[config.mk]
export PLATFORM = sky130hd
export DESIGN_NAME = bp_stat_monitor_flat
export DESIGN_NICKNAME = d
export VERILOG_FILES = /design/src/rtl/bp_stat_monitor_if.sv /design/src/rtl/bp_stat_monitor.sv /design/src/flat_wrapper.sv
export SDC_FILE = /design/constraint.sdc
export NUM_CORES = 1
export LEC_CHECK = 0
export BUFFER_PORTS_ARGS = -buffer_cell sky130_fd_sc_hd__buf_2
export CORE_UTILIZATION = 54
export DETAILED_ROUTE_END_ITERATION = 7
export PLACE_DENSITY = 0.73
export SLEW_MARGIN = 40
export SYNTH_ARGS = -nofsm -noshare
export SYNTH_HDL_FRONTEND = slang
export SYNTH_SLANG_ARGS = --single-unit
export TNS_END_PERCENT = 5
[constraint.sdc]
create_clock -name clk_i -period 5.9 [get_ports clk_i]
set_input_delay 0.295 -clock clk_i [delete_from_list [all_inputs] [get_ports clk_i]]
set_output_delay 0.295 -clock clk_i [all_outputs]
set_load 0.03 [all_outputs]
[src/rtl/bp_stat_monitor_if.sv]
// bp_stat_monitor_if
// Read-back port of the branch-prediction statistics monitor. A requester
// raises rd_req_i with a channel/kind select and gets exactly one response
// (rd_vld_o + rd_data_o) on the following cycle.
//
// Parameters:
//   NUM_CH    - number of predictor channels (sets the rd_ch_i width)
//   CNT_WIDTH - width of the returned counter value
//
// Signals:
//   rd_req_i   read request (pulse or held high)
//   rd_ch_i    channel select for kinds 1..3
//   rd_kind_i  0 instructions, 1 branches, 2 misses, 3 window misses
//   rd_vld_o   response valid
//   rd_data_o  response data
//
// Modports:
//   master - the requester (bench or profiler)
//   slave  - the monitor
interface bp_stat_monitor_if #(
    parameter int NUM_CH    = 2,
    parameter int CNT_WIDTH = 32
);
    localparam int CH_W = (NUM_CH > 1) ? $clog2(NUM_CH) : 1;

    logic                 rd_req_i;
    logic [CH_W-1:0]      rd_ch_i;
    logic [1:0]           rd_kind_i;
    logic                 rd_vld_o;
    logic [CNT_WIDTH-1:0] rd_data_o;

    modport master (
        output rd_req_i, rd_ch_i, rd_kind_i,
        input  rd_vld_o, rd_data_o
    );

    modport slave (
        input  rd_req_i, rd_ch_i, rd_kind_i,
        output rd_vld_o, rd_data_o
    );
endinterface

[src/rtl/bp_stat_monitor.sv]
// bp_stat_monitor
// Multi-channel branch-prediction performance monitor. Counts retired
// instructions, resolved branches and mispredictions per predictor channel
// with saturating totals, and optionally a per-channel miss count over a
// sliding window of 2^WINDOW_LOG2 branches. Counters are read back through
// a one-request/one-response port with one cycle of latency.
//
// Optional feature macro: BP_STAT_WINDOW_EN
//   defined   - per-channel window miss logic is built (rd_kind_i = 3)
//   undefined - no window registers; rd_kind_i = 3 reads as 0
//
// Ports:
//   clk_i        core clock
//   rst_i        asynchronous active-high reset
//   start_i      enter RUN (from IDLE or FROZEN)
//   stop_i       enter FROZEN (from RUN)
//   clear_i      zero all counters, return to IDLE
//   instr_vld_i  one instruction valid this cycle
//   br_instr_i   per-channel branch resolved this cycle
//   br_miss_i    per-channel misprediction, qualified by br_instr_i
//   rd           read port (bp_stat_monitor_if.slave)
//   state_o      0 IDLE, 1 RUN, 2 FROZEN
//   ovf_o        sticky flag, set when any total counter saturates
module bp_stat_monitor #(
    parameter int NUM_CH      = 2,
    parameter int CNT_WIDTH   = 32,
    parameter int WINDOW_LOG2 = 6
) (
    input  logic              clk_i,
    input  logic              rst_i,
    input  logic              start_i,
    input  logic              stop_i,
    input  logic              clear_i,
    input  logic              instr_vld_i,
    input  logic [NUM_CH-1:0] br_instr_i,
    input  logic [NUM_CH-1:0] br_miss_i,
    bp_stat_monitor_if.slave  rd,
    output logic [1:0]        state_o,
    output logic              ovf_o
);
    localparam int CH_W = (NUM_CH > 1) ? $clog2(NUM_CH) : 1;

    localparam logic [1:0] ST_IDLE   = 2'd0;
    localparam logic [1:0] ST_RUN    = 2'd1;
    localparam logic [1:0] ST_FROZEN = 2'd2;

    localparam logic [CNT_WIDTH-1:0] CNT_MAX  = {CNT_WIDTH{1'b1}};
    localparam logic [CH_W:0]        NUM_CH_V = (CH_W + 1)'(NUM_CH);

    logic [1:0]           state;
    logic [CNT_WIDTH-1:0] instr_cnt;
    logic [CNT_WIDTH-1:0] br_cnt   [NUM_CH];
    logic [CNT_WIDTH-1:0] miss_cnt [NUM_CH];
    logic                 sat_hit;
    logic                 ch_ok;
    logic [CNT_WIDTH-1:0] rd_mux;

    assign state_o = state;
    assign ch_ok   = ({1'b0, rd.rd_ch_i} < NUM_CH_V);

    // stop_i outranks start_i, so a stop in IDLE/FROZEN also blocks a start.
    always_ff @(posedge clk_i or posedge rst_i) begin
        if (rst_i) begin
            state <= ST_IDLE;
        end else if (clear_i) begin
            state <= ST_IDLE;
        end else if (stop_i) begin
            if (state == ST_RUN)
                state <= ST_FROZEN;
        end else if (start_i) begin
            if (state == ST_IDLE || state == ST_FROZEN)
                state <= ST_RUN;
        end
    end

    // Flags any increment that lands a total counter on its ceiling.
    always_comb begin
        sat_hit = 1'b0;
        if (state == ST_RUN) begin
            if (instr_vld_i && instr_cnt == CNT_MAX - 1'b1)
                sat_hit = 1'b1;
            for (int c = 0; c < NUM_CH; c++) begin
                if (br_instr_i[c] && br_cnt[c] == CNT_MAX - 1'b1)
                    sat_hit = 1'b1;
                if (br_instr_i[c] && br_miss_i[c] && miss_cnt[c] == CNT_MAX - 1'b1)
                    sat_hit = 1'b1;
            end
        end
    end

    // Saturating totals; clear_i wins over any event in the same cycle.
    always_ff @(posedge clk_i or posedge rst_i) begin
        if (rst_i) begin
            instr_cnt <= '0;
            ovf_o     <= 1'b0;
            for (int c = 0; c < NUM_CH; c++) begin
                br_cnt[c]   <= '0;
                miss_cnt[c] <= '0;
            end
        end else if (clear_i) begin
            instr_cnt <= '0;
            ovf_o     <= 1'b0;
            for (int c = 0; c < NUM_CH; c++) begin
                br_cnt[c]   <= '0;
                miss_cnt[c] <= '0;
            end
        end else if (state == ST_RUN) begin
            if (sat_hit)
                ovf_o <= 1'b1;
            if (instr_vld_i && instr_cnt != CNT_MAX)
                instr_cnt <= instr_cnt + 1'b1;
            for (int c = 0; c < NUM_CH; c++) begin
                if (br_instr_i[c] && br_cnt[c] != CNT_MAX)
                    br_cnt[c] <= br_cnt[c] + 1'b1;
                if (br_instr_i[c] && br_miss_i[c] && miss_cnt[c] != CNT_MAX)
                    miss_cnt[c] <= miss_cnt[c] + 1'b1;
            end
        end
    end

`ifdef BP_STAT_WINDOW_EN
    logic [WINDOW_LOG2-1:0] win_idx  [NUM_CH];
    logic [WINDOW_LOG2:0]   win_acc  [NUM_CH];
    logic [WINDOW_LOG2:0]   win_miss [NUM_CH];

    // The branch that wraps the index closes the window: its own miss bit
    // is folded into the published count and the accumulator restarts.
    always_ff @(posedge clk_i or posedge rst_i) begin
        if (rst_i) begin
            for (int c = 0; c < NUM_CH; c++) begin
                win_idx[c]  <= '0;
                win_acc[c]  <= '0;
                win_miss[c] <= '0;
            end
        end else if (clear_i) begin
            for (int c = 0; c < NUM_CH; c++) begin
                win_idx[c]  <= '0;
                win_acc[c]  <= '0;
                win_miss[c] <= '0;
            end
        end else if (state == ST_RUN) begin
            for (int c = 0; c < NUM_CH; c++) begin
                if (br_instr_i[c]) begin
                    win_idx[c] <= win_idx[c] + 1'b1;
                    if (&win_idx[c]) begin
                        win_miss[c] <= win_acc[c] + {{WINDOW_LOG2{1'b0}}, br_miss_i[c]};
                        win_acc[c]  <= '0;
                    end else begin
                        win_acc[c] <= win_acc[c] + {{WINDOW_LOG2{1'b0}}, br_miss_i[c]};
                    end
                end
            end
        end
    end
`endif

    // Selects from the registered counters, i.e. before this cycle's events.
    always_comb begin
        rd_mux = '0;
        case (rd.rd_kind_i)
            2'd0: rd_mux = instr_cnt;
            2'd1: if (ch_ok) rd_mux = br_cnt[rd.rd_ch_i];
            2'd2: if (ch_ok) rd_mux = miss_cnt[rd.rd_ch_i];
`ifdef BP_STAT_WINDOW_EN
            2'd3: if (ch_ok) rd_mux = CNT_WIDTH'(win_miss[rd.rd_ch_i]);
`endif
            default: rd_mux = '0;
        endcase
    end

    // A read in the clear cycle still returns its pre-clear snapshot; a
    // clear without a read zeroes the held data.
    always_ff @(posedge clk_i or posedge rst_i) begin
        if (rst_i) begin
            rd.rd_vld_o  <= 1'b0;
            rd.rd_data_o <= '0;
        end else if (rd.rd_req_i) begin
            rd.rd_vld_o  <= 1'b1;
            rd.rd_data_o <= rd_mux;
        end else begin
            rd.rd_vld_o <= 1'b0;
            if (clear_i)
                rd.rd_data_o <= '0;
        end
    end
endmodule

[src/flat_wrapper.sv]
// flat-port wrapper written by rule: the top's interface ports become plain ports
module bp_stat_monitor_flat 
#(
    parameter int NUM_CH      = 2,
    parameter int CNT_WIDTH   = 32,
    parameter int WINDOW_LOG2 = 6
)
  (clk_i, rst_i, start_i, stop_i, clear_i, instr_vld_i, br_instr_i, br_miss_i, state_o, ovf_o, rd_rd_req_i, rd_rd_ch_i, rd_rd_kind_i, rd_rd_vld_o, rd_rd_data_o);
  bp_stat_monitor_if #(.NUM_CH(NUM_CH), .CNT_WIDTH(CNT_WIDTH)) rd_i ();
  input  logic clk_i;
  input  logic rst_i;
  input  logic start_i;
  input  logic stop_i;
  input  logic clear_i;
  input  logic instr_vld_i;
  input  logic [NUM_CH-1:0] br_instr_i;
  input  logic [NUM_CH-1:0] br_miss_i;
  output logic [1:0] state_o;
  output logic ovf_o;
  input wire logic [$bits(rd_i.rd_req_i)-1:0] rd_rd_req_i;
  input wire logic [$bits(rd_i.rd_ch_i)-1:0] rd_rd_ch_i;
  input wire logic [$bits(rd_i.rd_kind_i)-1:0] rd_rd_kind_i;
  output wire logic [$bits(rd_i.rd_vld_o)-1:0] rd_rd_vld_o;
  output wire logic [$bits(rd_i.rd_data_o)-1:0] rd_rd_data_o;
  assign rd_i.rd_req_i = rd_rd_req_i;
  assign rd_i.rd_ch_i = rd_rd_ch_i;
  assign rd_i.rd_kind_i = rd_rd_kind_i;
  assign rd_rd_vld_o = rd_i.rd_vld_o;
  assign rd_rd_data_o = rd_i.rd_data_o;
  bp_stat_monitor #(.NUM_CH(NUM_CH), .CNT_WIDTH(CNT_WIDTH), .WINDOW_LOG2(WINDOW_LOG2)) u_core (.clk_i(clk_i), .rst_i(rst_i), .start_i(start_i), .stop_i(stop_i), .clear_i(clear_i), .instr_vld_i(instr_vld_i), .br_instr_i(br_instr_i), .br_miss_i(br_miss_i), .rd(rd_i), .state_o(state_o), .ovf_o(ovf_o));
endmodule
======== Yosys cells after proc, flatten, opt, wreduce, memory -nomap -nowiden ========
Cells that the tools add are included.
Widths: inputs -> output; s select.
word-level totals
  register bits ........................... 196
  bits of input ports ..................... 14
  output and inout port bits .............. 36
operators by class
  $add $sub $neg .......................... 5
  magnitude comparators ................... 1
  equal/unequal tests ..................... 15
  multiplexer cells ....................... 35
  bitwise operators ....................... 1
  reductions and logical operators ........ 32
operator list
  operator               count
  $mux 32                15
  $mux 64                4
  $add 32x1->32 const B  5
  $eq 32x32->1 const B   5
  $ne 32x32->1 const B   5
  $pmux 32 s3            1
  $reduce_bool 2->1      8
  $logic_and 1x1->1      12
  $reduce_and 2->1       6
  $mux 1                 10
  $mux 2                 5
  $reduce_bool 3->1      2
  $eq 2x1->1 const B     2
  $eq 2x2->1 const B     2
  $logic_not 2->1        2
  $ne 3x1->1 const B     1
  $reduce_and 3->1       1
  $ge 2x2->1 const B     1
  $not 1->2              1
  $logic_or 1x1->1       1

======== Longest topological paths before layout ========
Gate-level depths: netlist of the first run.
  word-level depth ........................ 11
  gate-level depth with buffers ........... 9
  depth with buffers taken out ............ 7

======== Least setup slack after synthesis of the first run ========
Ideal clock, no wire load.
  path type ............................... register to register
  from .................................... register u_core.state[0], in the netlist u_core.state_o[0]
  to ...................................... register u_core.miss_cnt[63] (netlist bit)
  arrival time ............................ 2.138 ns
  setup slack ............................. 3.637 ns
  cell stages (with the launch flop) ...... 7
  buffers on the path ..................... 1
  period minus slack after synthesis ...... 2.263 ns
  path through ............................ dfrtp_1 buf_2 nand4b_1 nor2_1 o2111ai_1 nor4_1 mux2_2
on the way
  word-level cells in the longest chain between the ends .. 3
ends and longest elaborated chain
  what                                line                    RTL
  from (decl)                         bp_stat_monitor.sv:50   logic [1:0] state;
  from (signal assigned)              bp_stat_monitor.sv:64   state <= ST_IDLE;
  from (signal assigned)              bp_stat_monitor.sv:66   state <= ST_IDLE;
  from (signal assigned)              bp_stat_monitor.sv:69   state <= ST_FROZEN;
  $eq 2x1->1                          bp_stat_monitor.sv:107  end else if (state == ST_RUN) begin
  $reduce_bool 2->1 (no source line)  -
  $reduce_and 2->1 (no source line)   -
  to (signal, indexed assignment)     bp_stat_monitor.sv:116  miss_cnt[c] <= miss_cnt[c] + 1'b1;
  to (decl)                           bp_stat_monitor.sv:53   logic [CNT_WIDTH-1:0] miss_cnt [NUM_CH];
No other way between the ends.
A chain may end at the register's enable or synchronous reset.

======== Final worst setup path of the first run ========
Same ends and word-level chain as after synthesis.

==> results of run 1 <==
cells by family after synthesis:
logic type               Yosys count  share of synthesized area
flip-flops                       196                      0.422
adder cells (fa/ha/maj)           10                     0.0108
AND/OR/NAND/NOR                  509                      0.242
multiplexers                      78                     0.0692
XOR/XNOR                          54                     0.0407
AO/OA/AOI/OAI                    325                      0.177
buffers and inverters            115                     0.0380
state kept, by name (all words and copies together), names as in the netlist:
signal	count
u_core.rd.rd_data_o	32
u_core.br_cnt	64
u_core.state_o	2
u_core.rd.rd_vld_o	1
u_core.ovf_o	1
u_core.miss_cnt	64
u_core.instr_cnt	32
timing repair:
| action | CTS | global route |
|---|---|---|
| setup buffers | 0 | 0 |
| endpoints found under the setup margin | 0 | 0 |
| hold buffers | 0 | 1 |
| endpoints found under the hold margin | 0 | 60 |
placed cells by master (no fill, tap or decap), types with 20 or more instances in the layout:
cell type and instances:
dfrtp_1 196, or3_1 52, xnor2_1 47, or4_1 27, nor2b_1 20, nand2_1 90
o31ai_1 25, mux2i_1 59, and4_1 24, a22o_1 31, nand3_1 47, nor2_1 103
buf_2 46, o21ai_0 83, a21oi_1 91, o22ai_1 31, nand4_1 56, inv_1 28
worst min path at each step:
stage	cells after the start	from	endpoint	slack (ps)
after floorplan	0	rd_rd_req_i	u_core.rd.rd_vld_o	330
after global placement	2	u_core.rd.rd_data_o[0]	u_core.rd.rd_data_o[0]	460
after detailed placement	2	u_core.rd.rd_data_o[0]	u_core.rd.rd_data_o[0]	460
after CTS	2	rst_i	u_core.br_cnt[54]	50
after global routing	3	stop_i	u_core.state_o[1]	200
final	3	stop_i	u_core.state_o[1]	170
layer usage:
layer,part of all wire,global-route usage
met1,0.46,0.412
met2,0.45,0.422
met3,0.054,0.0377
met4,0.031,0.113
met5,0,0
where the power goes:
part	switching, mW	total (mW)	internal, mW
Sequential	0.0114	1.37	1.35
Clock	0.515	1.15	0.640
Combinational	0.132	0.179	0.0466
Total	0.659	2.70	2.04
final cells by class:
cell class	instances	area (um^2)
timing repair buffer	59	362
fill	1862	8500
multi-input combinational	976	6300
sequential	196	4900
clock buffer	20	457
tap	275	344
inverter	29	121
clock inverter	9	108
worst max-delay path: stages, from the launching register on:
cell and delay (ps):
dfrtp_1 640, nand4b_1 270, nor2_1 560, o2111ai_1 480
nor4_1 360, mux2_2 380
stage by stage:
stage,utilization,worst slack [ps],power (mW),hold slack (ps)
after CTS,0.595,3180,2.72,52.3
after detailed placement,0.568,3200,1.57,459
final,0.597,3100,2.70,173
after global routing,0.597,2840,2.78,201
after global placement,0.567,3170,1.57,461
after floorplan,-,264,1.51,326
==> run metrics, run 1 <==
status=complete, no violations; Post-synth EDFFs=0; Tmin final=2800 ps; layout cells sized above 1=0.0978; Synth cell types=59; DP Cell Count=1533; Slew headroom=0.457; final setup fails=0; # rows=53; routability cong.=0.862; core area=21100 um^2; detailed-route vias per instance=6.62; type of origin of the critical path=flip-flop; clk_skew=11.9 ps; CP Class=reg2reg; final wirelength=30300 um; Yosys reg bits=196; period utilization=0.474; n_diodes=0; post-synthesis sequential area ratio=0.422; Fin Setup TNS=0 ps; finished layout cell area=12600 um^2; IO Port Bufs=49; Setup crit start=u_core.state_o[0]; endpoints failing hold=0; root buffer cell=clkbuf_16; Peak VDD IR=193 uV; antenna-violating nets left=0; WL per Instance=19.4 um; CTS tree=done; Post-synth top cells=dfrtp_1, nor2_1, a21oi_1; dominant synthesized flop cell=dfrtp_1; DP HPWL=20300 um; cells on worst reg2reg path=5; Die Y=149 um; worst flop-to-flop path endpoint=u_core.miss_cnt[63]; RSZ-0062 raised after global routing=no; First-pass DRT Iterations=5; critical path capture point type=flip-flop; CP required=6220 ps; Final Max Slew Viols=0; Num CTS Buffers=17; crit path max fanout=15; grt ovf=0; vias after detailed routing=10400; flop2flop setup slack=3100 ps; global-route wire length before repair=49100 um; Leak Pwr=4.95 nW; largest net degree at the start of global routing=146; Initial Utilization=0.551; nets=1303; DRT iter0 DRCs=933; crit path to=u_core.miss_cnt[63]; vias in the first global route=9250; DIE AREA=22100 um^2; Cell Area, Synth=11600 um^2; Area after DPL=12000 um^2; Synth Net Count=1311; Synth top area share=0.422; gr usage total=0.282; WP data arrival=3120 ps; DRC errors left=0; count leader, synth=dfrtp_1; initial antenna violation count=0; clock-pin slew on the worst setup and hold paths=70 ps; H-Tree Level Count=4; synthesis-to-finish area growth=8.38%; Yosys warnings=0; Worst Max-Slew Pin Slew=815 ps; non-filler cells, final=1564; Max-Cap Viols=0; post_cts resized=0; Max Clk Rate=0.357 GHz; Worst-Skew Late Latency=430 ps; synthesized area per cell=9.03 um^2; worst min path class=in2reg; FFs w/ async S/R, synth=1.00; clk buf depth=2; Crit Reg-Reg Startpoint=u_core.state_o[0]; power per cell area=214 nW/um^2; clock sink count=196; die width=149 um; cells after synthesis=1287; synth top area cells=dfrtp_1, mux2i_1, a21oi_1, o21ai_0, xnor2_1; Yosys top cell by area=dfrtp_1; Top Ports=50
Note: power is estimated with default switching activity, not from simulation.
==> run 2: changes to the inputs <==
==> constraint.sdc (replaced) <==
create_clock -name clk_i -period 2.4 [get_ports clk_i]
set_input_delay 0.12 -clock clk_i [delete_from_list [all_inputs] [get_ports clk_i]]
set_output_delay 0.12 -clock clk_i [all_outputs]
set_load 0.03 [all_outputs]
==> run 2 against run 1 <==
Net effect:
- flip-flop and latch count unchanged
- power rose to 2.5 times the previous value
- final area up 4.5%
- worst hold slack worse by 120 ps
- first-iteration DRC count up 23%
- critical path type unchanged
- critical endpoint is now u_core.br_cnt[31]
==> run metrics, run 2 (synthesis gave the netlist of run 1 again) <==
delay of the slowest cell on the worst path=590 ps (was 640 ps); period utilization=0.962 (was 0.474); Top Ports=50 (unchanged); clock sink count=196 (unchanged); Worst-Skew Late Latency=430 ps (about the same); IO Port Bufs=49 (unchanged); nets=1372 (was 1303); Initial Utilization=0.551 (unchanged); DP Cell Count=1602 (was 1533); routability cong.=0.925 (was 0.862); Crit Reg-Reg Startpoint=u_core.br_cnt[3] (was u_core.state_o[0]); Tmin final=2310 ps (was 2800 ps); vias in the first global route=9753 (was 9250); synthesis-to-finish area growth=13.2% (was 8.38%); global-route wire length before repair=51800 um (was 49100 um); Fillers=1826 (was 1862); detailed-route vias per instance=6.50 (was 6.62); antenna-violating nets left=0 (unchanged); slowest CP cell=or4_4 (was dfrtp_1); WL per Instance=19.5 um (was 19.4 um); clk buf depth=2 (unchanged); Fin Setup TNS=0 ps (unchanged); First-pass DRT Iterations=7 (was 5); WP data arrival=2660 ps (was 3120 ps); Max-Cap Viols=0 (unchanged); Die Y=149 um (unchanged); clk_skew=11.4 ps (was 11.9 ps); gr usage total=0.298 (was 0.282); status=complete, no violations (unchanged); power per cell area=519 nW/um^2 (was 214 nW/um^2); Max Clk Rate=0.433 GHz (was 0.357 GHz); clock-pin slew on the worst setup and hold paths=70 ps (about the same); DIE AREA=22100 um^2 (unchanged); root buffer cell=clkbuf_16 (unchanged); DRT iter0 DRCs=1146 (was 933); Worst Max-Slew Pin Slew=804 ps (was 815 ps); Peak VDD IR=435 uV (was 193 uV); n_diodes=0 (unchanged); Setup crit start=u_core.br_cnt[3] (was u_core.state_o[0]); commonest non-fill, non-tap cell in the layout=dfrtp_1 (unchanged); CP Class=reg2reg (unchanged); CP required=2760 ps (was 6220 ps); biggest regs=u_core.br_cnt: 64 flops, u_core.miss_cnt: 64 flops (unchanged); type of origin of the critical path=flip-flop (unchanged); Pwr Total=6.82 mW (was 2.70 mW); core area=21100 um^2 (unchanged); DP HPWL=21900 um (was 20300 um); final setup fails=0 (unchanged); die width=149 um (unchanged); Leak Pwr=5.30 nW (was 4.95 nW); Hold Startpoint=start_i (was stop_i); H-Tree Level Count=4 (unchanged); # rows=53 (unchanged); utilization after layout=0.624 (was 0.597); layout cells sized above 1=0.148 (was 0.0978); CTS tree=done (unchanged); worst min path class=in2reg (unchanged); final wirelength=31900 um (was 30300 um); RSZ-0062 raised after global routing=yes (was no); commonest cells after routing, fill and taps aside=dfrtp_1, nor2_1, a21oi_1 (unchanged); initial antenna violation count=0 (unchanged); critical path capture point type=flip-flop (unchanged); grt ovf=0 (unchanged); vias after detailed routing=10600 (was 10400); critical-path cell list=nand4_4, or4_4, a2111o_1, or3_1, a21oi_1 (was nand4b_1, nor2_1, o2111ai_1, nor4_1, mux2_2); Slew headroom=0.464 (was 0.457); non-filler cells, final=1636 (was 1564); crit path max fanout=6 (was 15); Hold WS=56.0 ps (was 173 ps); endpoints failing hold=0 (unchanged); Final Max Slew Viols=0 (unchanged); DRC errors left=0 (unchanged); Num CTS Buffers=17 (unchanged); largest net degree at the start of global routing=136 (was 146)
run 2: cell count changes in the layout (fill, tap and decap cells not counted), sizes merged:
| cell | before | now |
|---|---|---|
| dlygate4sd3 | 1 | 2 |
| clkbuf | 20 | 19 |
| clkinv | 5 | 4 |
| buf | 58 | 126 |
| inv | 29 | 34 |
run 2: worst max-delay path: cells and delay by family (launching register included):
family,cells,cell delay [ps]
compound gates,2,630
flops,1,480
simple gates,3,1100
run 2: per-stage QoR:
stage	cell area (um^2)	setup WS (ps)
final	13200	91.4
after global routing	13200	-0.179
after CTS	13100	95.1
after detailed placement	12500	112
after global placement	12500	212
after floorplan	11600	-252
run 2: timing repair:
item | 4_1_cts | 5_1_grt
hold buffers | 2 | 0
endpoints found under the hold margin | 137 | 0
resized for setup | 0 | 6
buffers inserted | 0 | 0
setup endpoints to repair | 0 | 13
run 2: path summary, 6_finish.rpt:
| kind | to | slack, ps | cells after the start |
|---|---|---|---|
| min reg2reg | u_core.rd.rd_data_o[0] | 480 | 2 |
| max in group asynchronous | u_core.rd.rd_vld_o | 1340 | 4 |
| min | u_core.state_o[1] | 60 | 4 |
| min in group asynchronous | u_core.rd.rd_data_o[22] | 410 | 4 |
| max | u_core.br_cnt[31] | 90 | 5 |
| max reg2reg | u_core.br_cnt[31] | 90 | 5 |
run 2: cell type report:
type / count / area, um^2 / share of cell area
clock buffer: 19 / 453 / 0.0344
inverter: 29 / 113 / 0.00856
tap: 275 / 344 / 0.0262
multi-input combinational: 976 / 6300 / 0.479
clock inverter: 13 / 146 / 0.0111
timing repair buffer: 128 / 893 / 0.0679
sequential: 196 / 4900 / 0.373
run 2: where the power goes:
group	total (mW)	internal, mW	leakage, nW	switching, mW
Clock	3.00	1.62	0.297	1.39
Combinational	0.474	0.133	2.28	0.341
Sequential	3.35	3.33	2.72	0.0215
run 2: per-layer routing:
metal,vias to the layer above,wire [um],global-route usage
met3,60,2120,0.0454
met5,-,0,0
met4,0,820,0.0974
met2,464,14300,0.441
met1,5162,14700,0.445
li1,4948,-,-
==> run 3: changes to the inputs <==
--- a/config.mk
+++ b/config.mk
@@ -8,7 +8,7 @@
 export BUFFER_PORTS_ARGS = -buffer_cell sky130_fd_sc_hd__buf_2
 export CORE_UTILIZATION = 54
 export DETAILED_ROUTE_END_ITERATION = 7
-export PLACE_DENSITY = 0.73
+export PLACE_DENSITY = 0.74
 export SLEW_MARGIN = 40
 export SYNTH_ARGS = -nofsm -noshare
 export SYNTH_HDL_FRONTEND = slang
==> run 3 against run 2 <==
Net effect:
- the flow now finishes with violations (negative setup slack)
- sequential power about the same
- cell count grew 0.12%
- flip-flop and latch count is the same
- fmax shrank 4.1%
- register-to-register slack worse by 99 ps
- critical path type unchanged
- critical endpoint is now u_core.miss_cnt[23]
==> run metrics, run 3 (synthesis gave the netlist of run 1 again) <==
DIE AREA=22100 um^2 (unchanged); final wirelength=32400 um (was 31900 um); Crit Reg-Reg Startpoint=u_core.state_o[1] (was u_core.br_cnt[3]); power per cell area=514 nW/um^2 (was 519 nW/um^2); Hold Crit Depth=2 (was 4); clock sink count=196 (unchanged); cells on worst reg2reg path=6 (was 5); CTS tree=done (unchanged); nets=1375 (was 1372); type of origin of the critical path=flip-flop (unchanged); Pwr Total=6.78 mW (was 6.82 mW); Hold Startpoint=clear_i (was start_i); CP required=2720 ps (was 2760 ps); status=finished, violations left (was complete, no violations); global-route wire length before repair=52500 um (was 51800 um); Max-Cap Viols=0 (unchanged); final setup fails=1 (was 0); clk_skew=12.6 ps (was 11.4 ps); clock-pin slew on the worst setup and hold paths=80 ps (was 70 ps); detailed-route vias per instance=6.52 (was 6.50); antenna-violating nets left=0 (unchanged); synthesis-to-finish area growth=13.6% (was 13.2%); crit path max fanout=8 (was 6); root buffer cell=clkbuf_16 (unchanged); grt ovf=0 (unchanged); Worst Max-Slew Pin Slew=731 ps (was 804 ps); Peak VDD IR=377 uV (was 435 uV); biggest regs=u_core.br_cnt: 64 flops, u_core.miss_cnt: 64 flops (unchanged); DRT iter0 DRCs=1046 (was 1146); WP data arrival=2730 ps (was 2660 ps); largest net degree at the start of global routing=83 (was 136); Leak Pwr=5.30 nW (about the same); routability cong.=0.909 (was 0.925); Top Ports=50 (unchanged); die width=149 um (unchanged); CP Class=reg2reg (unchanged); Setup crit start=u_core.state_o[1] (was u_core.br_cnt[3]); Fillers=1748 (was 1826); Slew headroom=0.506 (was 0.464); DP HPWL=22300 um (was 21900 um); delay of the slowest cell on the worst path=630 ps (was 590 ps); IO Port Bufs=49 (unchanged); # Post-CTS Setup Buffers=0 (unchanged); Tmin final=2410 ps (was 2310 ps); H-Tree Level Count=4 (unchanged); slowest CP cell=a2111oi_0 (was or4_4); failing checks=negative setup slack; clk buf depth=2 (unchanged); Worst-Skew Late Latency=440 ps (was 430 ps); core area=21100 um^2 (unchanged); Buf+Inv Stages, Crit Path=1 (was 0); critical path capture point type=flip-flop (unchanged); gr usage total=0.302 (was 0.298); initial antenna violation count=0 (unchanged); Final Max Slew Viols=0 (unchanged); WL per Instance=19.8 um (was 19.5 um); delay-heaviest family, CP=simple AND/OR/NAND/NOR gates (unchanged); Num CTS Buffers=17 (unchanged); Die Y=149 um (unchanged); commonest cells after routing, fill and taps aside=dfrtp_1, nor2_1, a21oi_1 (unchanged); critical-path cell list=and4b_1, nand4_1, buf_4, a2111oi_0, xnor2_1, nor2_1 (was nand4_4, or4_4, a2111o_1, or3_1, a21oi_1); endpoints failing hold=0 (unchanged); RSZ-0062 raised after global routing=yes (unchanged); Area after DPL=12600 um^2 (was 12500 um^2); DP Cell Count=1605 (was 1602); period utilization=1.00 (was 0.962); n_diodes=0 (unchanged); non-filler cells, final=1638 (was 1636); Max Clk Rate=0.415 GHz (was 0.433 GHz); flop2flop setup slack=-7 ps (was 90 ps); vias in the first global route=9926 (was 9753); Final WS setup=-7.13 ps (was 91.4 ps); # rows=53 (unchanged); vias after detailed routing=10700 (was 10600); finished layout cell area=13200 um^2 (about the same); Initial Utilization=0.551 (unchanged); WHS Endpoint=u_core.state_o[0] (was u_core.state_o[1]); commonest non-fill, non-tap cell in the layout=dfrtp_1 (unchanged); worst flop-to-flop path endpoint=u_core.miss_cnt[23] (was u_core.br_cnt[31]); worst min path class=in2reg (unchanged); DRC errors left=0 (unchanged); layout cells sized above 1=0.148 (about the same); First-pass DRT Iterations=7 (unchanged)
run 3: cell count changes in the layout (fill, tap and decap cells not counted), moves of 2 or more:
cell	previous run	this run
clkinv_4	1	5
inv_6	5	1
buf_12	3	6
clkinv_2	3	1
run 3: where the power goes:
group / switching, mW / leakage (nW) / internal (mW)
registers: 0.0206 / 2.72 / 3.33
logic: 0.343 / 2.29 / 0.138
clock network: 1.33 / 0.290 / 1.63
run 3: how the worst max path moves through the flow:
stage | end | slack (ps) | cells after the start
6_report | u_core.miss_cnt[23] | -7 | 6
2_1_floorplan | u_core.br_cnt[0] | -250 | 1
3_5_place_dp | u_core.br_cnt[29] | 120 | 5
4_1_cts | u_core.miss_cnt[23] | 80 | 6
3_3_place_gp | u_core.miss_cnt[27] | 210 | 5
5_1_grt | u_core.miss_cnt[27] | -70 | 5
run 3: what timing repair did:
action / 4_1_cts / 5_1_grt
resized for setup: 0 / 4
hold buffers: 2 / 0
setup endpoints to repair: 0 / 8
endpoints found under the hold margin: 198 / 0
run 3: cell type report:
cell class	count	area, um^2	share of cell area
tap	275	344	0.0261
timing repair buffer	131	950	0.0720
clock buffer	21	470	0.0356
sequential	196	4910	0.372
inverter	29	113	0.00853
clock inverter	10	125	0.00948
multi-input combinational	976	6290	0.477
run 3: routing by layer:
layer	up-vias	GRT usage	part of all wire
li1	4942	-	-
met1	5268	0.435	0.45
met2	418	0.471	0.47
met3	56	0.0387	0.056
met4	0	0.0974	0.025
met5	-	0	0
run 3: per-stage QoR:
| stage | setup TNS (ps) | utilization | worst slack, ps | hold WS (ps) |
|---|---|---|---|---|
| 5_1_grt | -171 | 0.626 | -74.2 | 32.9 |
| 3_3_place_gp | 0 | 0.596 | 209 | 334 |
| 2_1_floorplan | -49470 | - | -252 | 151 |
| 3_5_place_dp | 0 | 0.596 | 115 | 335 |
| 6_report | -7.13 | 0.626 | -7.13 | 25.7 |
| 4_1_cts | 0 | 0.625 | 77.3 | 23.1 |
run 3: worst register-to-register path, cell delays in order (launching register included):
cell and delay [ps]:
dfrtp_1 450, and4b_1 380, nand4_1 310, buf_4 270
a2111oi_0 630, xnor2_1 200, nor2_1 60
